File: src/rtl/alu_ex_stage.sv
// -----------------------------------------------------------------------------
// alu_ex_stage
//
// Execute stage of the MIPS pipeline. It takes the 4-bit ALU operation code
// from the ALU control decoder and the two operands, computes the result, and
// registers the result into a single-entry EX/MEM buffer. Valid/ready
// handshakes are used on both sides. A synchronous flush squashes both the
// held entry and the incoming operation. Signed overflow on add/sub raises
// an exception, and a saturating counter tallies those exceptions.
//
// Ports:
//   clk            in   pipeline clock, rising edge
//   rst_n          in   asynchronous active-low reset
//   in_valid       in   upstream holds a valid operation
//   in_ready       out  stage can accept an operation this cycle
//   alu_ctrl[3:0]  in   operation code (0 add .. 11 sra, 12-15 reserved)
//   src_a          in   operand A (rs)
//   src_b          in   operand B (rt or extended immediate)
//   shamt[4:0]     in   shift amount for sll/srl/sra
//   rd_in          in   destination register index
//   reg_write_in   in   operation writes the register file
//   flush          in   squash held and incoming operation
//   out_valid      out  registered result is valid
//   out_ready      in   downstream (MEM) accepts result
//   result         out  registered ALU result
//   zero           out  registered (result == 0)
//   overflow       out  registered signed-overflow exception flag
//   rd_out         out  registered destination index
//   reg_write_out  out  registered write enable, forced 0 on overflow
//   exc_count      out  saturating count of overflow exceptions issued
// -----------------------------------------------------------------------------
module alu_ex_stage #(
    parameter int DATA_W = 32,
    parameter int REG_W  = 5,
    parameter int CNT_W  = 8
) (
    input  logic              clk,
    input  logic              rst_n,
    input  logic              in_valid,
    output logic              in_ready,
    input  logic [3:0]        alu_ctrl,
    input  logic [DATA_W-1:0] src_a,
    input  logic [DATA_W-1:0] src_b,
    input  logic [4:0]        shamt,
    input  logic [REG_W-1:0]  rd_in,
    input  logic              reg_write_in,
    input  logic              flush,
    output logic              out_valid,
    input  logic              out_ready,
    output logic [DATA_W-1:0] result,
    output logic              zero,
    output logic              overflow,
    output logic [REG_W-1:0]  rd_out,
    output logic              reg_write_out,
    output logic [CNT_W-1:0]  exc_count
);

    localparam logic [3:0] OP_ADD  = 4'd0;
    localparam logic [3:0] OP_ADDU = 4'd1;
    localparam logic [3:0] OP_AND  = 4'd2;
    localparam logic [3:0] OP_NOR  = 4'd3;
    localparam logic [3:0] OP_OR   = 4'd4;
    localparam logic [3:0] OP_SLT  = 4'd5;
    localparam logic [3:0] OP_SLTU = 4'd6;
    localparam logic [3:0] OP_SLL  = 4'd7;
    localparam logic [3:0] OP_SRL  = 4'd8;
    localparam logic [3:0] OP_SUB  = 4'd9;
    localparam logic [3:0] OP_SUBU = 4'd10;
    localparam logic [3:0] OP_SRA  = 4'd11;

    // Counter increment that sticks at all-ones instead of wrapping.
    function automatic logic [CNT_W-1:0] sat_inc(input logic [CNT_W-1:0] c);
        if (&c)
            return c;
        else
            return c + {{(CNT_W-1){1'b0}}, 1'b1};
    endfunction

    // -------------------------------------------------------------------------
    // Combinational execute
    // -------------------------------------------------------------------------
    logic signed [DATA_W-1:0] a_s;
    logic signed [DATA_W-1:0] b_s;
    logic        [DATA_W-1:0] sum;
    logic        [DATA_W-1:0] diff;
    logic                     add_ovf;
    logic                     sub_ovf;
    logic        [DATA_W-1:0] res_d;
    logic                     ovf_d;

    assign a_s  = src_a;
    assign b_s  = src_b;
    assign sum  = src_a + src_b;
    assign diff = src_a - src_b;

    // Operand signs agree but the sum's sign differs -> add overflowed.
    assign add_ovf = (src_a[DATA_W-1] == src_b[DATA_W-1]) &&
                     (sum[DATA_W-1]   != src_a[DATA_W-1]);
    // Operand signs differ and the difference takes B's sign -> sub overflowed.
    assign sub_ovf = (src_a[DATA_W-1] != src_b[DATA_W-1]) &&
                     (diff[DATA_W-1]  != src_a[DATA_W-1]);

    always_comb begin
        res_d = '0;
        ovf_d = 1'b0;
        unique case (alu_ctrl)
            OP_ADD:  begin res_d = sum;  ovf_d = add_ovf; end
            OP_ADDU: res_d = sum;
            OP_AND:  res_d = src_a & src_b;
            OP_NOR:  res_d = ~(src_a | src_b);
            OP_OR:   res_d = src_a | src_b;
            OP_SLT:  res_d = {{(DATA_W-1){1'b0}}, (a_s < b_s)};
            OP_SLTU: res_d = {{(DATA_W-1){1'b0}}, (src_a < src_b)};
            OP_SLL:  res_d = src_b << shamt;
            OP_SRL:  res_d = src_b >> shamt;
            OP_SUB:  begin res_d = diff; ovf_d = sub_ovf; end
            OP_SUBU: res_d = diff;
            OP_SRA:  res_d = b_s >>> shamt;
            default: begin res_d = '0; ovf_d = 1'b0; end
        endcase
    end

    // -------------------------------------------------------------------------
    // Handshake
    // -------------------------------------------------------------------------
    logic accept;

    assign in_ready = !out_valid || out_ready;
    assign accept   = in_valid && in_ready && !flush;

    // -------------------------------------------------------------------------
    // EX/MEM register
    // -------------------------------------------------------------------------
    logic              valid_q;
    logic [DATA_W-1:0] result_q;
    logic              zero_q;
    logic              ovf_q;
    logic [REG_W-1:0]  rd_q;
    logic              rw_q;
    logic [CNT_W-1:0]  cnt_q;

    always_ff @(posedge clk or negedge rst_n) begin
        if (!rst_n) begin
            valid_q  <= 1'b0;
            result_q <= '0;
            zero_q   <= 1'b0;
            ovf_q    <= 1'b0;
            rd_q     <= '0;
            rw_q     <= 1'b0;
            cnt_q    <= '0;
        end else begin
            if (flush)
                valid_q <= 1'b0;
            else if (accept)
                valid_q <= 1'b1;
            else if (out_ready)
                valid_q <= 1'b0;

            if (accept) begin
                result_q <= res_d;
                zero_q   <= (res_d == '0);
                ovf_q    <= ovf_d;
                rd_q     <= rd_in;
                // An excepting instruction must not commit to the register file.
                rw_q     <= reg_write_in && !ovf_d;
                if (ovf_d)
                    cnt_q <= sat_inc(cnt_q);
            end
        end
    end

    assign out_valid     = valid_q;
    assign result        = result_q;
    assign zero          = zero_q;
    assign overflow      = ovf_q;
    assign rd_out        = rd_q;
    assign reg_write_out = rw_q;
    assign exc_count     = cnt_q;

endmodule

File: config.mk
export PLATFORM = sky130hd
export DESIGN_NAME = alu_ex_stage
export DESIGN_NICKNAME = d
export VERILOG_FILES = /design/src/rtl/alu_ex_stage.sv
export SDC_FILE = /design/constraint.sdc
export NUM_CORES = 1
export LEC_CHECK = 0
export CORE_MARGIN = 2
export CORE_UTILIZATION = 45
export DETAILED_ROUTE_END_ITERATION = 6
export PLACE_DENSITY = 0.66
export SYNTH_ARGS = -nofsm -noshare
export SYNTH_HDL_FRONTEND = slang
export SYNTH_SLANG_ARGS = --single-unit
File: constraint.sdc
create_clock -name clk -period 3.8 [get_ports clk]
set_clock_uncertainty 0.2 [all_clocks]
set_input_delay 0.57 -clock clk [delete_from_list [all_inputs] [get_ports clk]]
set_output_delay 0.57 -clock clk [all_outputs]
set_load 0.05 [all_outputs]
==> flow_metrics.env <==
export IMPL_outcome="finished with violations"
export IMPL_failed_checks="setup timing"
export IMPL_post_route_worst_setup_slack_ps=-306
export IMPL_slew_headroom_pct=29.9
export IMPL_setup_violation_total_in_the_final_timing_report=2
export IMPL_ir_worst_vdd_v=0.000173
export IMPL_final_core_util_pct=74.5
export IMPL_worst_ep_arrival_time_ps=4100
export IMPL_die_h_um=172
export IMPL_postRouteAntennaNets=0
export IMPL_ys_seq_area_share_pct=9.60
export IMPL_nets=2617
export IMPL_place_ws_ps=-1340
export IMPL_cts_num_sinks=49
export IMPL_die_width_um=172
export IMPL_finalMaxSlewViolations=0
export IMPL_worst_setup_hold_path_clk_slew_ps=70
export IMPL_ctsHtreeMaxLevel=2
export IMPL_grt_antenna_before_repair=3
export IMPL_drc=0
export IMPL_regToRegStartpoint="out_valid$_DFFE_PN0P_"
export IMPL_clock_root_buffer="sky130_fd_sc_hd__clkbuf_16"
export IMPL_pin_count_of_the_biggest_net_entering_global_routing=50
export IMPL_number_of_buffers_added_by_the_clock_tree_synthesis_step=5
export IMPL_die_area_sq_mm=0.0297
export IMPL_power_leakage_uw=0.00950
export IMPL_post_route_min_period_ps=4110
export IMPL_most_common_layout_cells="sky130_fd_sc_hd__buf_4, sky130_fd_sc_hd__nand2_1, sky130_fd_sc_hd__nor2_1"
export IMPL_synth_seq_cells=49
export IMPL_ys_flop_type="sky130_fd_sc_hd__dfrtp_1"
export IMPL_max_slew_worst_pin_slew_ps=1050
export IMPL_grt_first_pass_wirelength_um=104000
export IMPL_flow_area_growth_from_synthesis_pct=62.5
export IMPL_insertedDiodeCount=0
export IMPL_detailedRoute_firstPassIterationCount=6
export IMPL_cts_path_max_buffers=2
export IMPL_syn_nets=1906
export IMPL_synth_avg_cell_area_sq_um=7.41
export IMPL_drc_violation_total_after_the_first_tritonroute_iteration=1923
export IMPL_grt_use_total_pct=46.3
export IMPL_timing_max_cap_violations=0
export IMPL_placeableCoreArea_sq_mm=0.0279
export IMPL_wire_per_inst_um=25.2
export IMPL_hpwl_um=57200
export IMPL_hold_worst_slack_ps=262
export IMPL_final_period_utilization_pct=108
export IMPL_tritoncts="built"
export IMPL_io_pins=134
export IMPL_power_per_cell_area_mw_per_mm2=230
export IMPL_crit_path_max_fanout=15
export IMPL_vias=18300
export IMPL_synthesis_area_sq_mm=0.0128
export IMPL_synth_edff_count=0
export IMPL_finalHoldViolations=0
export IMPL_crit_start="shamt[1]"
export IMPL_grt_pass1_vias=17600
export IMPL_r2r_setup_slack_ps=770
export IMPL_hold_path_class="in -> async"
export IMPL_timing_critical_path_required_ps=3800
export IMPL_port_buffers=133
export IMPL_crit_end_category="flop"
export IMPL_ys_types=98
export IMPL_dpl_cell_count=2760
export IMPL_setup_repair_after_global_routing_missed_its_margin="true"
export IMPL_worst_skew_late_latency_ps=300
export IMPL_start_util_pct=45.8
export IMPL_asyncSetResetFlopFracSynth_pct=100
export IMPL_drive_above_1_share_pct=43.7
export IMPL_max_clock_freq_ghz=0.244
export IMPL_grt_remaining_overflow=0
export IMPL_postSynthCellCount=1723
export IMPL_number_of_hold_repair_buffers_added_at_the_cts_stage=0
export IMPL_yosysWarnings=0
export IMPL_total_power_uw=4770
export IMPL_gp_routability_congestion=1.15
export IMPL_wirelength_um=70800
export IMPL_criticalPathCategory="in -> reg"
export IMPL_finalNonFillerCells=2813
export IMPL_rows=61
export IMPL_final_common_cell="sky130_fd_sc_hd__buf_4"
export IMPL_start_kind="primary input"
export IMPL_routed_via_density=6.49
## worst paths after layout
kind,to,cells past startpoint
max in group asynchronous,zero$_DFFE_PN0P_,1
min,result[6]$_DFFE_PN0P_,1
max reg2reg,zero$_DFFE_PN0P_,11
min in group clk,result[21]$_DFFE_PN0P_,2
max,zero$_DFFE_PN0P_,14
min reg2reg,result[21]$_DFFE_PN0P_,2
## synthesized netlist by cell type (9+ instances only)
library cell	number	area (sq um)
sky130_fd_sc_hd__a31oi_1	29	181
sky130_fd_sc_hd__nand2_1	183	687
sky130_fd_sc_hd__ha_1	97	1210
sky130_fd_sc_hd__nor2b_1	24	150
sky130_fd_sc_hd__mux2i_1	73	731
sky130_fd_sc_hd__nor2_1	147	552
sky130_fd_sc_hd__nand3_1	34	170
sky130_fd_sc_hd__a221oi_1	15	131
sky130_fd_sc_hd__o22ai_1	27	169
sky130_fd_sc_hd__o211ai_1	36	270
sky130_fd_sc_hd__nor3_1	40	200
sky130_fd_sc_hd__nand4_1	19	119
sky130_fd_sc_hd__buf_4	14	105
sky130_fd_sc_hd__xnor2_1	18	158
sky130_fd_sc_hd__inv_1	95	357
sky130_fd_sc_hd__or2_2	10	62.6
sky130_fd_sc_hd__a21o_1	21	158
sky130_fd_sc_hd__mux2_2	35	394
sky130_fd_sc_hd__a2bb2oi_1	17	149
sky130_fd_sc_hd__o21bai_1	9	67.6
sky130_fd_sc_hd__or3_1	14	87.6
sky130_fd_sc_hd__o31ai_1	15	113
sky130_fd_sc_hd__buf_2	26	130
sky130_fd_sc_hd__a22oi_1	9	67.6
sky130_fd_sc_hd__a221o_1	11	110
sky130_fd_sc_hd__and2_1	16	100
sky130_fd_sc_hd__o221ai_1	15	131
sky130_fd_sc_hd__mux4_2	48	1080
sky130_fd_sc_hd__clkbuf_1	101	379
sky130_fd_sc_hd__o21ai_0	95	475
sky130_fd_sc_hd__a211oi_1	31	233
sky130_fd_sc_hd__nor4_1	22	138
sky130_fd_sc_hd__dfrtp_1	49	1230
sky130_fd_sc_hd__a21oi_1	108	541
sky130_fd_sc_hd__nand2b_1	25	156
sky130_fd_sc_hd__and3_1	11	68.8
## per-stage QoR
stage          TNS (ps)  cell area, sq um
2_1_floorplan         0             12900
3_3_place_gp     -14260             19200
3_5_place_dp     -17620             19200
4_1_cts            -631             20100
5_1_grt            -743             20700
6_report           -421             20700
## layout make-up
type | instances | area, sq um
multi-input cells | 1420 | 11600
fillers | 2186 | 7110
repair buffers | 858 | 6900
flip-flops and latches | 49 | 1230
well taps | 378 | 473
inverters | 100 | 383
clock buffers | 6 | 129
clock inverters | 2 | 13.8
## critical path, stage by stage
cell	delay [ps]
sky130_fd_sc_hd__buf_4	290
sky130_fd_sc_hd__buf_4	240
sky130_fd_sc_hd__mux4_2	540
sky130_fd_sc_hd__a221o_1	320
sky130_fd_sc_hd__a21oi_2	220
sky130_fd_sc_hd__nor4_1	100
sky130_fd_sc_hd__a211oi_2	310
sky130_fd_sc_hd__o211ai_1	220
sky130_fd_sc_hd__a2111oi_4	340
sky130_fd_sc_hd__nand4_1	150
sky130_fd_sc_hd__nor4_2	250
sky130_fd_sc_hd__buf_4	160
sky130_fd_sc_hd__nand4_1	120
sky130_fd_sc_hd__o41ai_2	240
## power by group
| part | internal, uW | switching, uW | total, uW |
|---|---|---|---|
| Sequential | 622 | 80.8 | 703 |
| Combinational | 1630 | 2000 | 3630 |
| Clock | 245 | 194 | 440 |
| Total | 2500 | 2270 | 4770 |
## timing repair
| item | in CTS | in global routing |
|---|---|---|
| gates cloned | 0 | 1 |
| setup endpoints to repair | 24 | 17 |
| setup buffers | 26 | 19 |
| pin swaps | 52 | 76 |
| resized for setup | 203 | 170 |
## layer usage
layer  vias up  track usage (%)  part of all wire (%)
met4         4             27.3                   7.2
li1       7913                -                     -
met1      8716             58.1                    38
met5         -                0                 0.040
met2      1284             74.7                    44
met3       339             7.71                    10
## state kept, by name, indices dropped and copies added, names as in the netlist
| name | count |
|---|---|
| overflow | 1 |
| result | 32 |
| rd_out | 5 |
| reg_write_out | 1 |
| zero | 1 |
| out_valid | 1 |
| exc_count | 8 |
## cells by family (layout without fill, tap and decap cells)
logic type / Yosys count / after routing / share of synthesized area [%]
and+or+nand+nor: 586 / 586 / 22.3
buffers and inverters: 254 / 966 / 8.56
adders and majority gates: 99 / 99 / 9.82
xor gates and xnor gates: 26 / 26 / 1.84
muxes: 157 / 157 / 17.5
DFF: 49 / 49 / 9.60
AOI/OAI and AO/OA: 552 / 552 / 30.4
Note: power is estimated with default switching activity, not from simulation.
